===== config.mk =====
export PLATFORM = sky130hd
export DESIGN_NAME = cpu_ctrl_unit_flat
export DESIGN_NICKNAME = d
export VERILOG_FILES = /design/src/rtl/cpu_ctrl_pkg.sv /design/src/rtl/cpu_ctrl_if.sv /design/src/rtl/onehot_decoder.sv /design/src/rtl/cpu_ctrl_unit.sv /design/src/flat_wrapper.sv
export SDC_FILE = /design/constraint.sdc
export NUM_CORES = 1
export LEC_CHECK = 0
export BUFFER_PORTS_ARGS = -buffer_cell sky130_fd_sc_hd__buf_2
export CAP_MARGIN = 5
export CELL_PAD_IN_SITES_DETAIL_PLACEMENT = 0
export CELL_PAD_IN_SITES_GLOBAL_PLACEMENT = 1
export CORE_ASPECT_RATIO = 0.5
export CORE_MARGIN = 4
export CORE_UTILIZATION = 25
export DETAILED_ROUTE_END_ITERATION = 16
export PLACE_DENSITY = 0.67
export SLEW_MARGIN = 40
export SYNTH_ARGS = -nofsm -noshare
export SYNTH_HDL_FRONTEND = slang
export SYNTH_SLANG_ARGS = --single-unit

===== constraint.sdc =====
create_clock -name clk -period 3 [get_ports clk]
set_input_delay 0.15 -clock clk [delete_from_list [all_inputs] [get_ports clk]]
set_output_delay 0.15 -clock clk [all_outputs]
set_load 0.03 [all_outputs]

===== src/rtl/cpu_ctrl_pkg.sv =====
// rtl/cpu_ctrl_pkg.sv - opcodes, state encodings and ALU selects for the teaching-CPU control unit
package cpu_ctrl_pkg;

    localparam logic [3:0] OPC_LOAD = 4'b0000;
    localparam logic [3:0] OPC_MOVE = 4'b0001;
    localparam logic [3:0] OPC_ADD  = 4'b0010;
    localparam logic [3:0] OPC_XOR  = 4'b0011;
    localparam logic [3:0] OPC_SUB  = 4'b0100;
    localparam logic [3:0] OPC_AND  = 4'b0101;

    typedef logic [2:0] state_t;
    localparam state_t ST_IDLE = 3'd0;
    localparam state_t ST_LOAD = 3'd1;
    localparam state_t ST_MOVE = 3'd2;
    localparam state_t ST_EX1  = 3'd3;
    localparam state_t ST_EX2  = 3'd4;
    localparam state_t ST_EX3  = 3'd5;
    localparam state_t ST_ERR  = 3'd6;

    typedef logic [1:0] alu_op_t;
    localparam alu_op_t ALU_ADD = 2'b00;
    localparam alu_op_t ALU_XOR = 2'b01;
    localparam alu_op_t ALU_SUB = 2'b10;
    localparam alu_op_t ALU_AND = 2'b11;

    function automatic alu_op_t alu_sel(input logic [3:0] opc);
        case (opc)
            OPC_XOR: alu_sel = ALU_XOR;
            OPC_SUB: alu_sel = ALU_SUB;
            OPC_AND: alu_sel = ALU_AND;
            default: alu_sel = ALU_ADD;
        endcase
    endfunction

endpackage


===== src/rtl/cpu_ctrl_if.sv =====
// rtl/cpu_ctrl_if.sv - instruction handshake and datapath strobe bundle of the control unit
interface cpu_ctrl_if
    import cpu_ctrl_pkg::*;
#(
    parameter int OP_SIZE  = 4,
    parameter int ARG_SIZE = 3
);
    localparam int NREG = 2 ** ARG_SIZE;
    localparam int IW   = OP_SIZE + 2 * ARG_SIZE;

    logic            instr_valid;
    logic            instr_ready;
    logic [IW-1:0]   instruction;
    logic [NREG-1:0] reg_en;
    logic [NREG-1:0] reg_tri;
    logic            data_tri;
    logic            a_en;
    logic            g_en;
    logic            g_tri;
    alu_op_t         alu_op;
    logic            done;
    logic            illegal;
    logic            busy;

    modport master (
        output instr_valid, instruction,
        input  instr_ready, reg_en, reg_tri, data_tri, a_en, g_en, g_tri,
               alu_op, done, illegal, busy
    );

    modport slave (
        input  instr_valid, instruction,
        output instr_ready, reg_en, reg_tri, data_tri, a_en, g_en, g_tri,
               alu_op, done, illegal, busy
    );

endinterface


===== src/rtl/onehot_decoder.sv =====
// rtl/onehot_decoder.sv - register index plus enable to one-hot vector
module onehot_decoder #(
    parameter int ARG_SIZE = 3
) (
    input  logic [ARG_SIZE-1:0]      idx,
    input  logic                     en,
    output logic [2**ARG_SIZE-1:0]   onehot
);
    localparam int NREG = 2 ** ARG_SIZE;

    assign onehot = en ? (NREG'(1) << idx) : '0;

endmodule


===== src/rtl/cpu_ctrl_unit.sv =====
// rtl/cpu_ctrl_unit.sv - multi-cycle Moore controller sequencing register, bus and ALU strobes
module cpu_ctrl_unit
    import cpu_ctrl_pkg::*;
#(
    parameter int OP_SIZE  = 4,
    parameter int ARG_SIZE = 3
) (
    input  logic     clk,
    input  logic     rst,
    cpu_ctrl_if.slave bus
);
    localparam int IW = OP_SIZE + 2 * ARG_SIZE;

    state_t              state;
    state_t              next_state;
    logic [OP_SIZE-1:0]  op_q;
    logic [ARG_SIZE-1:0] x_q;
    logic [ARG_SIZE-1:0] y_q;

    logic [OP_SIZE-1:0]  op_in;
    logic [ARG_SIZE-1:0] x_in;
    logic [ARG_SIZE-1:0] y_in;
    logic                accept;

    logic                en_on;
    logic                tr_on;
    logic [ARG_SIZE-1:0] tr_idx;

    assign op_in  = bus.instruction[IW-1 -: OP_SIZE];
    assign x_in   = bus.instruction[2*ARG_SIZE-1 -: ARG_SIZE];
    assign y_in   = bus.instruction[ARG_SIZE-1:0];
    assign accept = bus.instr_valid && (state == ST_IDLE);

    assign bus.instr_ready = (state == ST_IDLE);
    assign bus.busy        = (state != ST_IDLE);

    always_comb begin
        next_state = state;
        case (state)
            ST_IDLE: begin
                if (accept) begin
                    if (op_in == OP_SIZE'(OPC_LOAD))
                        next_state = ST_LOAD;
                    else if (op_in == OP_SIZE'(OPC_MOVE))
                        next_state = ST_MOVE;
                    else if (op_in == OP_SIZE'(OPC_ADD) || op_in == OP_SIZE'(OPC_XOR) ||
                             op_in == OP_SIZE'(OPC_SUB) || op_in == OP_SIZE'(OPC_AND))
                        next_state = ST_EX1;
                    else
                        next_state = ST_ERR;
                end
            end
            ST_EX1:  next_state = ST_EX2;
            ST_EX2:  next_state = ST_EX3;
            default: next_state = ST_IDLE;
        endcase
    end

    always_ff @(posedge clk or negedge rst) begin
        if (!rst) begin
            state <= ST_IDLE;
            op_q  <= '0;
            x_q   <= '0;
            y_q   <= '0;
        end else begin
            state <= next_state;
            if (accept) begin
                op_q <= op_in;
                x_q  <= x_in;
                y_q  <= y_in;
            end
        end
    end

    // Strobes decode purely from the registered state, so an asynchronous reset clears them at once.
    always_comb begin
        en_on        = 1'b0;
        tr_on        = 1'b0;
        tr_idx       = x_q;
        bus.data_tri = 1'b0;
        bus.a_en     = 1'b0;
        bus.g_en     = 1'b0;
        bus.g_tri    = 1'b0;
        bus.alu_op   = ALU_ADD;
        bus.done     = 1'b0;
        bus.illegal  = 1'b0;
        case (state)
            ST_LOAD: begin
                en_on        = 1'b1;
                bus.data_tri = 1'b1;
                bus.done     = 1'b1;
            end
            ST_MOVE: begin
                en_on    = 1'b1;
                tr_on    = 1'b1;
                tr_idx   = y_q;
                bus.done = 1'b1;
            end
            ST_EX1: begin
                tr_on    = 1'b1;
                bus.a_en = 1'b1;
            end
            ST_EX2: begin
                tr_on      = 1'b1;
                tr_idx     = y_q;
                bus.g_en   = 1'b1;
                bus.alu_op = alu_sel(4'(op_q));
            end
            ST_EX3: begin
                en_on     = 1'b1;
                bus.g_tri = 1'b1;
                bus.done  = 1'b1;
            end
            ST_ERR: begin
                bus.illegal = 1'b1;
                bus.done    = 1'b1;
            end
            default: ;
        endcase
    end

    onehot_decoder #(.ARG_SIZE(ARG_SIZE)) u_en_dec (
        .idx    (x_q),
        .en     (en_on),
        .onehot (bus.reg_en)
    );

    onehot_decoder #(.ARG_SIZE(ARG_SIZE)) u_tri_dec (
        .idx    (tr_idx),
        .en     (tr_on),
        .onehot (bus.reg_tri)
    );

endmodule


===== src/flat_wrapper.sv =====
// flat-port wrapper written by rule: the top's interface ports become plain ports
module cpu_ctrl_unit_flat import cpu_ctrl_pkg::*;
#(
    parameter int OP_SIZE  = 4,
    parameter int ARG_SIZE = 3
)
  (clk, rst, bus_instr_valid, bus_instruction, bus_instr_ready, bus_reg_en, bus_reg_tri, bus_data_tri, bus_a_en, bus_g_en, bus_g_tri, bus_alu_op, bus_done, bus_illegal, bus_busy);
  cpu_ctrl_if #(.OP_SIZE(OP_SIZE), .ARG_SIZE(ARG_SIZE)) bus_i ();
  input  logic clk;
  input  logic rst;
  input wire logic [$bits(bus_i.instr_valid)-1:0] bus_instr_valid;
  input wire logic [$bits(bus_i.instruction)-1:0] bus_instruction;
  output wire logic [$bits(bus_i.instr_ready)-1:0] bus_instr_ready;
  output wire logic [$bits(bus_i.reg_en)-1:0] bus_reg_en;
  output wire logic [$bits(bus_i.reg_tri)-1:0] bus_reg_tri;
  output wire logic [$bits(bus_i.data_tri)-1:0] bus_data_tri;
  output wire logic [$bits(bus_i.a_en)-1:0] bus_a_en;
  output wire logic [$bits(bus_i.g_en)-1:0] bus_g_en;
  output wire logic [$bits(bus_i.g_tri)-1:0] bus_g_tri;
  output wire logic [$bits(bus_i.alu_op)-1:0] bus_alu_op;
  output wire logic [$bits(bus_i.done)-1:0] bus_done;
  output wire logic [$bits(bus_i.illegal)-1:0] bus_illegal;
  output wire logic [$bits(bus_i.busy)-1:0] bus_busy;
  assign bus_i.instr_valid = bus_instr_valid;
  assign bus_i.instruction = bus_instruction;
  assign bus_instr_ready = bus_i.instr_ready;
  assign bus_reg_en = bus_i.reg_en;
  assign bus_reg_tri = bus_i.reg_tri;
  assign bus_data_tri = bus_i.data_tri;
  assign bus_a_en = bus_i.a_en;
  assign bus_g_en = bus_i.g_en;
  assign bus_g_tri = bus_i.g_tri;
  assign bus_alu_op = bus_i.alu_op;
  assign bus_done = bus_i.done;
  assign bus_illegal = bus_i.illegal;
  assign bus_busy = bus_i.busy;
  cpu_ctrl_unit #(.OP_SIZE(OP_SIZE), .ARG_SIZE(ARG_SIZE)) u_core (.clk(clk), .rst(rst), .bus(bus_i));
endmodule

==> flow_summary.json, run 1 <==
{
  "run_status": "complete, no violations",
  "die_x_um": 90.81,
  "gp_congestion": 0.7880,
  "ys.flop_type": "dfrtp_1",
  "fin_tns_setup_ns": 0,
  "root_buffer": "clkbuf_8",
  "fmaxAchievable_mhz": 471.2,
  "crit_path_max_incr_delay_ns": 0.64,
  "path_max_fanout": 18,
  "synth_fp_nets": 101,
  "dp_hpwl_um": 1688,
  "route.detailed.wl_per_inst_um": 13.22,
  "path_clk_slew_ns": 0.05,
  "hold_path_class": "in2reg",
  "core_area_um2": 3136,
  "min_period_over_period": 0.7074,
  "start_util": 0.2733,
  "routed_wl_um": 2194,
  "grt_pass1_vias": 765,
  "worst_pin_slew_ns": 0.4962,
  "synth.distinct_cells": 32,
  "syn_area_per_cell_um2": 9.739,
  "path_class": "reg2out",
  "io-pin-count": 39,
  "maxSlewViolCount": 0,
  "portBuffers": 38,
  "synth-seq-area-share": 0.3796,
  "p_leak_nw": 0.5349,
  "clock_latency_ns": 0.24,
  "nets": 140,
  "p_per_area_nw_per_um2": 1153,
  "start_kind": "flop",
  "postCtsSetupBuffers": 0,
  "grt_pass1_wl_um": 3836,
  "end_kind": "primary output",
  "syn_area_um2": 857.1,
  "async_reset_ff_frac": 1.000,
  "layout-drive-gt1-share": 0.4286,
  "ir_drop_v": 0.0002495,
  "dr_total_vias": 773,
  "cap_violations": 0,
  "fin_crit_ns": 2.122,
  "die_h_um": 49.40,
  "rows": 14,
  "critPathRequiredTime_ns": 2.85,
  "grt.total_usage": 0.1062,
  "crit_path_cell_trace": "mux2_2, o32a_1, a21oi_1, buf_2",
  "cts_tree": "yes",
  "rsz0062_at_grt": "no",
  "final_cell_mix": "38 x buf_2, 13 x dfrtp_1, 9 x mux2_2, 9 x a21oi_1, 7 x nor2_1",
  "dr.pass1.iters": 4,
  "clockBufferDepth": 2,
  "multiInputGateArea_um2": 485.5,
  "post_cts_resized": 0,
  "cp_data_arrival_time_ns": 1.97,
  "vias_per_cell": 4.657,
  "clock_sinks": 13,
  "ant_nets": 0,
  "grt_overflow": 0,
  "syn_to_final_growth_pct": 30.36,
  "fin_worst_skew_ns": 0.003037,
  "crit_slowest_cell": "dfrtp_1",
  "synth_warnings": 0,
  "synthCells": 88,
  "die_area_um2": 4486,
  "ys_seq_elements": 13,
  "setup_viol": 0,
  "synth-edff-count": 0,
  "numCtsBuffers": 3,
  "relSlewSlack": 0.6692,
  "mostFrequentLayoutCell": "buf_2",
  "antennaDiodeCount": 0,
  "antenna_found_initial": 0,
  "register_area_um2": 325.3,
  "ctsHoldBuffers": 1,
  "hold_viol_final": 0,
  "whs_ns": 0.1261,
  "drc": 0,
  "nFillCells": 340,
  "dr.first_iter.drc_count": 45,
  "h-tree-depth": 1,
  "grt_max_degree": 19
}
[registers in the layout (all words and copies together) (netlist names)]
signal and flops:
u_core.y_q 3, u_core.state 3, u_core.op_q 4, u_core.x_q 3
[through the flow]
step,instance area [um2],setup WS [ns],std cells,utilization,total power (W)
after floorplan,857.1,0.8758,88,-,0.0009664
after global placement,1062,1.164,161,0.3388,0.001136
after detailed placement,1062,1.136,161,0.3388,0.001139
after CTS,1117,0.8637,166,0.3563,0.001306
after global routing,1117,0.7091,166,0.3563,0.001412
final,1117,0.8778,166,0.3563,0.001289
[where the power goes]
part / internal, W / leakage [nW] / switching, W
clock network: 0.0000938 / 0.0228 / 0.0000625
registers: 0.000262 / 0.156 / 0.000132
logic: 0.000284 / 0.356 / 0.000454
[cell families (layout without fill, tap and decap cells)]
kind of cell,after synthesis,in the layout,synth area share
AND/OR/NAND/NOR,34,34,0.2423
AO/OA/AOI/OAI,19,19,0.1402
flip-flops,13,13,0.3796
multiplexers,11,11,0.1445
buffers and inverters,8,46,0.05400
XOR/XNOR,3,3,0.03942
[Yosys cell counts (2+ instances only)]
cell,count,area share
nor3b_1,2,0.018
mux2_1,2,0.026
nand2b_1,2,0.015
o21bai_1,4,0.035
and2_1,3,0.022
nand2_1,3,0.013
buf_4,2,0.018
a21oi_1,9,0.053
nor4b_1,2,0.020
nor2b_1,3,0.022
xor2_1,2,0.020
or3_1,2,0.015
inv_1,2,0.0088
mux2_2,9,0.12
o21ai_0,2,0.012
nor2_1,7,0.031
or4b_1,2,0.023
dfrtp_1,13,0.38
nor3_1,4,0.023
[metal layers]
| metal | vias up | track usage | part of all wire |
|---|---|---|---|
| li1 | 400 | - | - |
| met1 | 352 | 0.1453 | 0.51 |
| met2 | 19 | 0.1558 | 0.42 |
| met3 | 2 | 0.03544 | 0.056 |
| met4 | 0 | 0.03750 | 0.0087 |
| met5 | - | 0 | 0 |
[worst max-delay path, delay by kind of cell, from the launching register on]
family          cells  cell delay, ns
compound gates      2            0.47
buf+inv             1            0.22
flops               1            0.64
mux                 1            0.40
[area by class of cell]
type	count	share of cell area
clock buffers	4	0.04031
inverters	3	0.01008
well taps	40	0.04479
multi-input cells	67	0.4345
flip-flops and latches	13	0.2912
repair buffers	39	0.1792
[final timing paths]
kind                                     from             end  slack [ns]  cells after the start
max in group asynchronous                 rst   u_core.x_q[0]        2.43                      2
min in group asynchronous                 rst  u_core.op_q[0]        0.34                      2
max                           u_core.state[0]  bus_reg_tri[0]        0.88                      4
max reg2reg                   u_core.state[0]  u_core.op_q[3]        1.20                      3
min reg2reg                    u_core.op_q[0]  u_core.op_q[0]        0.49                      1
min                        bus_instruction[4]   u_core.x_q[1]        0.13                      2
(Power assumes the default switching activity.)
==> run 2: changes to the inputs <==
Clock period 3 ns to 2 ns, I/O delays scaled along.
==> run 2 against run 1 <==
Effect of this change:
- sequential power rose by 46%
- power rose by 60%
- design area rose by 6.7%
- largest cell class unchanged
- non-clock buffer count rose by 7
==> flow_summary.json, run 2 (synthesis gave the netlist of run 1 again) <==
{
  "run_status": "complete, no violations",
  "vias_per_cell": 4.740,
  "hold_viol_final": 0,
  "start_kind": "flop",
  "largest_register": "u_core.op_q",
  "die_h_um": 49.40,
  "worst_pin_slew_ns": 0.5008,
  "dp_hpwl_um": 1788,
  "final_cell_mix": "35 x buf_2, 10 x dfrtp_1, 9 x mux2_2",
  "largest_reg_flops": 4,
  "clock_sinks": 13,
  "clockBufferDepth": 2,
  "path_class": "reg2out",
  "fin_worst_skew_ns": 0.0008658,
  "portBuffers": 38,
  "min_period_over_period": 0.9669,
  "drc": 0,
  "grt_max_degree": 14,
  "p_per_area_nw_per_um2": 1732,
  "mostFrequentLayoutCell": "buf_2",
  "path_max_fanout": 11,
  "relSlewSlack": 0.6662,
  "reg2reg_from": "u_core.state[1]",
  "antenna_found_initial": 0,
  "path_clk_slew_ns": 0.06,
  "dr.first_iter.drc_count": 49,
  "die_area_um2": 4486,
  "fin_crit_ns": 1.934,
  "rsz0062_at_grt": "no",
  "core_area_um2": 3136,
  "p_leak_nw": 0.5701,
  "grt_pass1_vias": 791,
  "ir_drop_v": 0.0003545,
  "fmaxAchievable_mhz": 517.1,
  "worst_slack_ns": 0.06612,
  "numCtsBuffers": 3,
  "fin_tns_setup_ns": 0,
  "worstSetupStartpoint": "u_core.state[0]",
  "timing.rr.end": "u_core.op_q[1]",
  "holdPathStages": 2,
  "dr_total_vias": 820,
  "pre_cts_ws_ns": 0.2476,
  "clock_latency_ns": 0.24,
  "maxSlewViolCount": 0,
  "routed_wl_um": 2321,
  "critPathRequiredTime_ns": 1.90,
  "syn_to_final_growth_pct": 39.12,
  "h-tree-depth": 1,
  "min_to": "u_core.x_q[1]",
  "setup_viol": 0,
  "antennaDiodeCount": 0,
  "root_buffer": "clkbuf_8",
  "grt_overflow": 0,
  "dr.pass1.iters": 5,
  "route.detailed.wl_per_inst_um": 13.42,
  "end_kind": "primary output",
  "cap_violations": 0,
  "grt_pass1_wl_um": 3746,
  "regToRegSetupSlack_ns": 0.37,
  "start_util": 0.2733,
  "layout-drive-gt1-share": 0.5113,
  "io-pin-count": 39,
  "hold_path_class": "in2reg",
  "min-delay-start": "bus_instruction[4]",
  "cts_tree": "yes",
  "ant_nets": 0,
  "die_x_um": 90.81,
  "gp_congestion": 0.7710,
  "rows": 14,
  "r2r_cells": 5,
  "nets": 147,
  "grt.total_usage": 0.1048,
  "cp_data_arrival_time_ns": 1.83
}
-- run 2: per-stage QoR --
step	hold WS (ns)	utilization	power [W]	cells	area (um2)
after floorplan	-0.1956	-	0.001458	88	863.3
after global placement	0.009194	0.3456	0.001729	163	1084
after detailed placement	0.009175	0.3456	0.001745	163	1084
after CTS	0.07263	0.3643	0.001998	168	1142
after global routing	0.08137	0.3803	0.002214	173	1192
final	0.07776	0.3803	0.002065	173	1192
-- run 2: worst max-delay path by stage --
stage                     endpoint  slack (ns)  depth (start not counted)
detailed placement  bus_reg_tri[2]        0.25                          4
floorplan           bus_reg_tri[4]        0.15                          5
global placement    bus_reg_tri[2]        0.26                          4
finish              bus_reg_tri[2]        0.07                          4
CTS                 bus_reg_tri[2]        0.03                          4
global route        bus_reg_tri[0]       0.009                          4
-- run 2: per-layer routing --
metal | vias up | share of wire | track usage
met5 | - | 0 | 0
met4 | 0 | 0.0043 | 0.03000
met3 | 2 | 0.064 | 0.05085
met2 | 22 | 0.45 | 0.1607
met1 | 391 | 0.48 | 0.1310
li1 | 405 | - | -
-- run 2: area by class of cell --
class | count | area [um2]
fillers | 326 | 1943
multi-input cells | 67 | 498.0
flip-flops and latches | 13 | 329.1
repair buffers | 46 | 257.7
well taps | 40 | 50.05
clock buffers | 3 | 41.29
inverters | 3 | 11.26
clock inverters | 1 | 5.005
-- run 2: power breakdown --
part / leakage, nW / switching [W] / internal, W / total, W
clock network: 0.0255 / 0.0000990 / 0.000138 / 0.000237
logic: 0.393 / 0.000742 / 0.000512 / 0.00125
registers: 0.152 / 0.000174 / 0.000400 / 0.000574
-- run 2: worst max-delay path: stages, from the launching register on --
cell,delay (ns)
dfrtp_2,0.46
buf_4,0.19
or4b_1,0.54
a21oi_1,0.18
buf_2,0.22
-- run 2: what timing repair did --
item	4_1_cts	5_1_grt
endpoints found under the setup margin	3	12
hold buffers	1	0
hold endpoints to repair	13	0
setup buffers	0	5
gates resized for setup	2	9
